[src/rtl/clock_disp_scan.sv]
// Purpose: time-multiplexed 6-digit seven-segment scan with per-frame snapshot, blink, LZB and dp.
// Latency: outputs decode registered state only; frame snapshot lands on the edge leaving BLANK of digit 0.
// Backpressure: none; free-running scan, disp_en only gates the outputs dark.
module clock_disp_scan #(
  parameter int SCAN_DIV   = 2,
  parameter int BLINK_HALF = 500,
  parameter int LZB        = 1
) (
  input  logic       clk,
  input  logic       rst,
  input  logic [3:0] d0,
  input  logic [3:0] d1,
  input  logic [3:0] d2,
  input  logic [3:0] d3,
  input  logic [3:0] d4,
  input  logic [3:0] d5,
  input  logic [5:0] blink_mask,
  input  logic [5:0] dp_mask,
  input  logic       disp_en,
  output logic [6:0] seg,
  output logic       dp,
  output logic [5:0] dig_sel,
  output logic       frame_start
);

  localparam int TW = (SCAN_DIV > 1) ? $clog2(SCAN_DIV) : 1;
  localparam int BW = (BLINK_HALF > 1) ? $clog2(BLINK_HALF) : 1;

  typedef enum logic {ST_BLANK, ST_ON} phase_t;

  // One frame's worth of display content, frozen so a digit never tears mid-frame.
  typedef struct packed {
    logic [5:0][3:0] d;
    logic [5:0]      blink;
    logic [5:0]      dp;
  } snap_t;

  phase_t        phase;
  logic [2:0]    idx;
  logic [TW-1:0] tcnt;
  logic [BW-1:0] blink_cnt;
  logic          blink_phase;
  snap_t         snap;

  logic [3:0]    cur_d;
  logic          cur_blank;

  function automatic logic [6:0] seg_decode(input logic [3:0] v);
    logic [6:0] s;
    case (v)
      4'd0:    s = 7'b0111111;
      4'd1:    s = 7'b0000110;
      4'd2:    s = 7'b1011011;
      4'd3:    s = 7'b1001111;
      4'd4:    s = 7'b1100110;
      4'd5:    s = 7'b1101101;
      4'd6:    s = 7'b1111101;
      4'd7:    s = 7'b0000111;
      4'd8:    s = 7'b1111111;
      4'd9:    s = 7'b1101111;
      default: s = 7'b1000000;
    endcase
    return s;
  endfunction

  // Scan FSM: one blank slot then SCAN_DIV on cycles per digit; snapshot taken leaving blank of digit 0.
  always_ff @(posedge clk or negedge rst) begin
    if (!rst) begin
      phase <= ST_BLANK;
      idx   <= 3'd0;
      tcnt  <= '0;
      snap  <= '0;
    end else begin
      case (phase)
        ST_BLANK: begin
          phase <= ST_ON;
          tcnt  <= '0;
          if (idx == 3'd0) begin
            snap.d     <= {d5, d4, d3, d2, d1, d0};
            snap.blink <= blink_mask;
            snap.dp    <= dp_mask;
          end
        end
        default: begin
          if (tcnt == TW'(SCAN_DIV - 1)) begin
            phase <= ST_BLANK;
            idx   <= (idx == 3'd5) ? 3'd0 : idx + 3'd1;
          end else begin
            tcnt <= tcnt + 1'b1;
          end
        end
      endcase
    end
  end

  // Free-running blink timebase, independent of the scan and of disp_en.
  always_ff @(posedge clk or negedge rst) begin
    if (!rst) begin
      blink_cnt   <= '0;
      blink_phase <= 1'b0;
    end else if (blink_cnt == BW'(BLINK_HALF - 1)) begin
      blink_cnt   <= '0;
      blink_phase <= ~blink_phase;
    end else begin
      blink_cnt <= blink_cnt + 1'b1;
    end
  end

  // Per-digit blank: blinking digit in its off half, or a zero hour-tens under leading-zero blanking.
  always_comb begin
    cur_d     = snap.d[idx];
    cur_blank = (snap.blink[idx] && blink_phase) ||
                ((LZB != 0) && (idx == 3'd5) && (snap.d[5] == 4'd0));
  end

  // Output decode from registered state; disp_en is the only live gate.
  always_comb begin
    seg         = 7'd0;
    dp          = 1'b0;
    dig_sel     = 6'd0;
    frame_start = (phase == ST_BLANK) && (idx == 3'd0);
    if (disp_en && (phase == ST_ON)) begin
      dig_sel = 6'b000001 << idx;
      if (!cur_blank) begin
        seg = seg_decode(cur_d);
        dp  = snap.dp[idx];
      end
    end
  end

endmodule
[config.mk]
export PLATFORM = sky130hd
export DESIGN_NAME = clock_disp_scan
export DESIGN_NICKNAME = d
export VERILOG_FILES = /design/src/rtl/clock_disp_scan.sv
export SDC_FILE = /design/constraint.sdc
export NUM_CORES = 1
export LEC_CHECK = 0
export CELL_PAD_IN_SITES_DETAIL_PLACEMENT = 1
export CELL_PAD_IN_SITES_GLOBAL_PLACEMENT = 1
export CORE_MARGIN = 2
export CORE_UTILIZATION = 44
export CTS_CLUSTER_DIAMETER = 120
export DETAILED_ROUTE_END_ITERATION = 10
export PLACE_DENSITY_LB_ADDON = 0.1
export SKIP_CTS_REPAIR_TIMING = 1
export SYNTH_ARGS = -nofsm -noshare
export SYNTH_HDL_FRONTEND = slang
export SYNTH_SLANG_ARGS = --single-unit
[constraint.sdc]
create_clock -name clk -period 4.2 [get_ports clk]
set_input_delay 0.84 -clock clk [delete_from_list [all_inputs] [get_ports clk]]
set_output_delay 0.84 -clock clk [all_outputs]
set_load 0.05 [all_outputs]
* Yosys cells after proc, flatten, opt, wreduce, memory -nomap -nowiden
Memories as Yosys holds them, arrays and structs flattened.
Index checks and enable logic that the tools add are counted.
** Storage, ports and cells
- Register bits :: 51
- Latch bits :: 0
- Bits in writable memories :: 0
- ROM bits :: 112
- Output and inout bits :: 15
- Word-level logic and storage cells :: 49
- Memories :: 1
** Memories
- (no name shown) :: depth 16, width 7, read ports 1, clocked after Yosys merged registers in 0, wr ports 0, RTL line 50 : case (v)
** Operators by class
- $add $sub $neg :: 3
- $mul :: 0
- Divide/modulo/power cells :: 0
- $lt $le $gt $ge :: 1
- Eq/ne operators :: 2
- Shift operators :: 1
- Muxes and demuxes :: 17
- Bitwise operators :: 2
- Reduce and logical (&&, ||, !) cells :: 9
** Operators with widths (number)
- $mux W7 :: 2
- $bmux W4 S3 :: 1
- $add A9 B1 Y9 const B :: 1
- $eq A9 B9 Y1 const B :: 1
- $mux W9 :: 1
- $mux W1 :: 8
- $bmux W1 S3 :: 2
- $mux W6 :: 1
- $shl A1 B3 Y6 const A :: 1
- $logic_and A1 B1 Y1 :: 4
- $logic_not A4 Y1 :: 1
- $lt A3 B4 Y1 const B :: 1
- $mux W4 :: 1
- $reduce_and A2 Y1 :: 2
- $add A3 B1 Y3 const B :: 1
- $eq A3 B3 Y1 const B :: 1
- $logic_not A3 Y1 :: 1
- $mux W3 :: 1
- $not A1 Y1 :: 2
- $add A1 B1 Y1 const B :: 1
- $logic_or A1 B1 Y1 :: 1

* Logic depth before layout (Yosys ltp)
- Word-level depth :: 6
- Gate-level depth with buffers :: 11

* Least setup slack after synthesis
No wires, ideal clock.
- Kind :: register -> output
- Start :: register idx[0]
- End :: output seg[5]
- Arrival time :: 3173 ps
- Data required time :: 3360 ps
- Slack :: 187 ps
- Cell stages (with the launch flop) :: 12
- Cells stage by stage :: dfrtp_1 -> buf_6 -> buf_6 -> clkbuf_1 -> mux2i_1 -> nor2_1 -> a21oi_1 -> inv_1 -> ha_1 -> nor3b_1 -> a221oi_1 -> a211oi_1
** Between the ends
- Longest elaborated chain between the ends :: 6
- Elaborated cells between the ends (all ways) :: 11
- Those cells by class :: 1 x eq/ne; 6 x mux; 3 x reduce/logical; 1 x memory
** Ends and longest elaborated chain
- from (decl) :: RTL line 39 : logic [2:0] idx;
- from (signal assigned) :: RTL line 87 : idx <= (idx == 3'd5) ? 3'd0 : idx + 3'd1;
- branches (longest 4 deep; another with $mem_v2 Z16 W7)
- $mux W7 (*) :: RTL line 124 : if (!cur_blank) begin
- $mux W7 (*) :: RTL line 122 : if (disp_en && (phase == ST_ON)) begin
- to (decl) :: RTL line 20 : output logic [6:0] seg,
Mark *: on every way between the ends. The select of a mux whose other input is x is not followed.

* Worst setup path after layout
Ends and elaborated chain as after synthesis.

==> key figures <==
Yosys
  – Ys flop type: dfrtp_1
  – Avg Cell Area, Syn: 12.8 um^2
  – Top cells by area, synth: dfrtp_1, mux2_2, mux4_2
  – Sequential-to-total area share from yosys stat: 48.7%
  – Post-synth net total: 252
  – FFs w/ async S/R, synth: 100%
  – Most frequent cell after synthesis: dfrtp_1
  – Synthesized area: 2620 um^2
  – Cells after synthesis: 205
  – Count of cell types in the netlist: 44
  – Synth top area share: 48.7%
  – Seq cells post-synth: 51
  – Post-synth top area cell: dfrtp_1
  – Post-synth EDFFs: 0
  – Synth warn: 0
  – Most frequent cells after synthesis: dfrtp_1, mux2_2, nor2_1, ha_1, nand2_1

Hold path
  – Hold Path Depth: 1
  – Min-Delay Path Class: reg2reg
  – Hold Path End: blink_cnt[0]
  – Worst Hold Launch: blink_cnt[0]

Run
  – Max-cap viol count: 0

Drt
  – Post-DRT Antenna Nets: 0
  – First-iteration detailed-routing DRC count: 51
  – Detailed Route WL: 5890 um
  – Vias per cell: 5.46
  – Wire per inst: 17.5 um
  – Vias: 1840
  – First-pass iteration count of the detailed router: 4
  – DRC viols: 0

Timing
  – Skew final: 0.00487 ns
  – Crit share post-route: 92.8%
  – Max-slew violations: 0
  – Min Hold Slack: 0.487 ns
  – Min cycle time layout: 3.90 ns
  – Unrepaired setup endpoints after global routing: false
  – Worst-margin pin slew: 0.836 ns
  – Final hold violation count: 0
  – Setup TNS: 0 ns
  – Setup Viol. Count Final: 0
  – Achievable Freq: 256 MHz
  – Max-slew headroom: 44.3%

Setup path
  – Worst-path fanout max: 11
  – Reg2reg end: snap[11]
  – Crit path launch type: flip-flop
  – Register-to-Register Path Depth: 4
  – Worst Path Required: 3.36 ns
  – Worst reg2reg path startpoint: idx[0]
  – Crit path cell chain: buf_4 > buf_4 > mux2i_1 > nor2_1 > a21oi_1 > inv_1 > ha_1 > nor3b_1 > a221oi_1 > a211oi_1 > buf_12
  – CP max stage cell: dfrtp_2
  – CP arrival: 3.06 ns
  – R2r setup slk: 2.16 ns
  – Critical path class: reg2out
  – CP Capture Type: output pin
  – Slowest stage delay, CP: 0.52 ns
  – Crit-path most repeated cell: buf_4

Place
  – GP Congestion: 0.933
  – Post-DP HPWL: 4550 um
  – Number of port buffers: 53
  – Post-placement cell area: 3280 um^2

GRT
  – Global-route wire length before repair: 9900 um
  – GR Util met3: 4.33%
  – Met1 usage: 23.7%
  – Number of global-route vias before repair: 2001
  – Routing usage on met2: 36.3%
  – Largest net degree at the start of global routing: 38
  – Tot GR Track Use: 20.2%
  – Grt total ovfl: 0
  – Initial antenna violation count: 0
  – GR peak layer: met2

Power
  – Switching share of total power: 24.6%
  – Clock power share: 29.2%
  – Lkg Pwr: 1.34 nW
  – Combinational power share: 15.0%
  – VDD IR max: 0.000147 V
  – Psw: 0.229 mW
  – Sequential share of power: 55.8%
  – Internal Power: 0.700 mW
  – Power, Total: 0.930 mW
  – Power per Cell Area: 276 nW/um^2

Clock network
  – Worst skew pair latency: 0.30 ns
  – CTS tree: built
  – CTS max path bufs: 2
  – H-tree levels: 2
  – Sink Count: 51
  – Reg clk slew, reported paths: 0.09 ns
  – TritonCTS Buffers: 5
  – Root buf cell: clkbuf_8

Floorplanning
  – Io pins: 54
  – Die H: 81.2 um
  – Core footprint: 5850 um^2
  – Core Rows: 28
  – Full die area: 6590 um^2
  – Chip width: 81.2 um
  – Initial core utilization: 44.8%

Layout
  – Util after Layout: 57.5%
  – Layout area overhead: 28.3%
  – # diodes: 0
  – Share of cells above drive strength 1: 28.6%
  – Final nets: 308
  – Fin area: 3360 um^2
  – Fillcell total: 596

Outcome
  – Status: complete, no violations
-- flip-flops by register name (all words and copies together) (netlist names) --
name and cells:
snap 36, blink_cnt 9, phase 1, blink_phase 1
idx 3, tcnt 1
-- worst max-delay path, delay by kind of cell (launching register included) --
family          cells  cell delay [ns]
mux                 1             0.19
simple gates        2             0.27
compound gates      3             0.79
flops               1             0.52
fa+ha+maj           1             0.22
buf+inv             4             0.75
-- worst max path at each step --
stage	from	cells after the start	slack, ns	end
3_5_place_dp	idx[0]	11	0.45	seg[5]
5_1_grt	idx[0]	11	0.06	seg[5]
2_1_floorplan	idx[0]	11	0.19	seg[5]
3_3_place_gp	disp_en	6	0.55	dp
6_report	idx[0]	11	0.30	seg[5]
4_1_cts	idx[0]	11	0.10	seg[5]
-- final cells by class --
class / count / area [um^2] / area share (%)
clock buffer: 5 / 68.8 / 2.05
sequential: 51 / 1280 / 38.0
multi-input combinational: 139 / 1260 / 37.4
inverter: 4 / 15.0 / 0.446
tap: 75 / 93.8 / 2.79
timing repair buffer: 60 / 636 / 18.9
clock inverter: 3 / 15.0 / 0.446
-- cells in the final DEF (no fill, tap or decap), drive strengths merged, types with 3 or more instances in the layout --
cell type	n
inv	3
nand3	4
ha	8
o21ai	5
clkinv	4
buf	15
xnor2	4
nor4	5
a31oi	3
a22oi	4
nor2b	3
xor2	3
mux4	6
mux2	43
or3	3
dfrtp	51
clkdlybuf4s50	45
nor2	12
nand2	8
clkbuf	5
a21oi	7
-- layer usage --
layer	up-vias	share of wire (%)
li1	867	-
met1	918	42
met2	47	52
met3	8	4.4
met4	0	1.6
met5	-	0
-- kinds of logic after synthesis --
group | share of synthesized area (%)
multiplexers | 24.8
flip-flops | 48.7
AND/OR/NAND/NOR | 10.2
AO/OA/AOI/OAI | 6.82
buffers and inverters | 3.34
adder cells (fa/ha/maj) | 3.82
XOR/XNOR | 2.34
-- power by group through the flow --
stage	sequential, mW	clock (mW)	combinational [mW]
detailed placement	0.529	0	0.141
CTS	0.519	0.283	0.141
global route	0.521	0.297	0.150
floorplan	0.524	0	0.0635
finish	0.519	0.272	0.139
global placement	0.528	0	0.138
-- per-stage QoR --
stage	worst slack (ns)	std cells
after floorplan	0.187	205
after global placement	0.551	329
after detailed placement	0.451	329
after CTS	0.104	337
after global routing	0.0567	337
final	0.301	337
(Power assumes the default switching activity.)
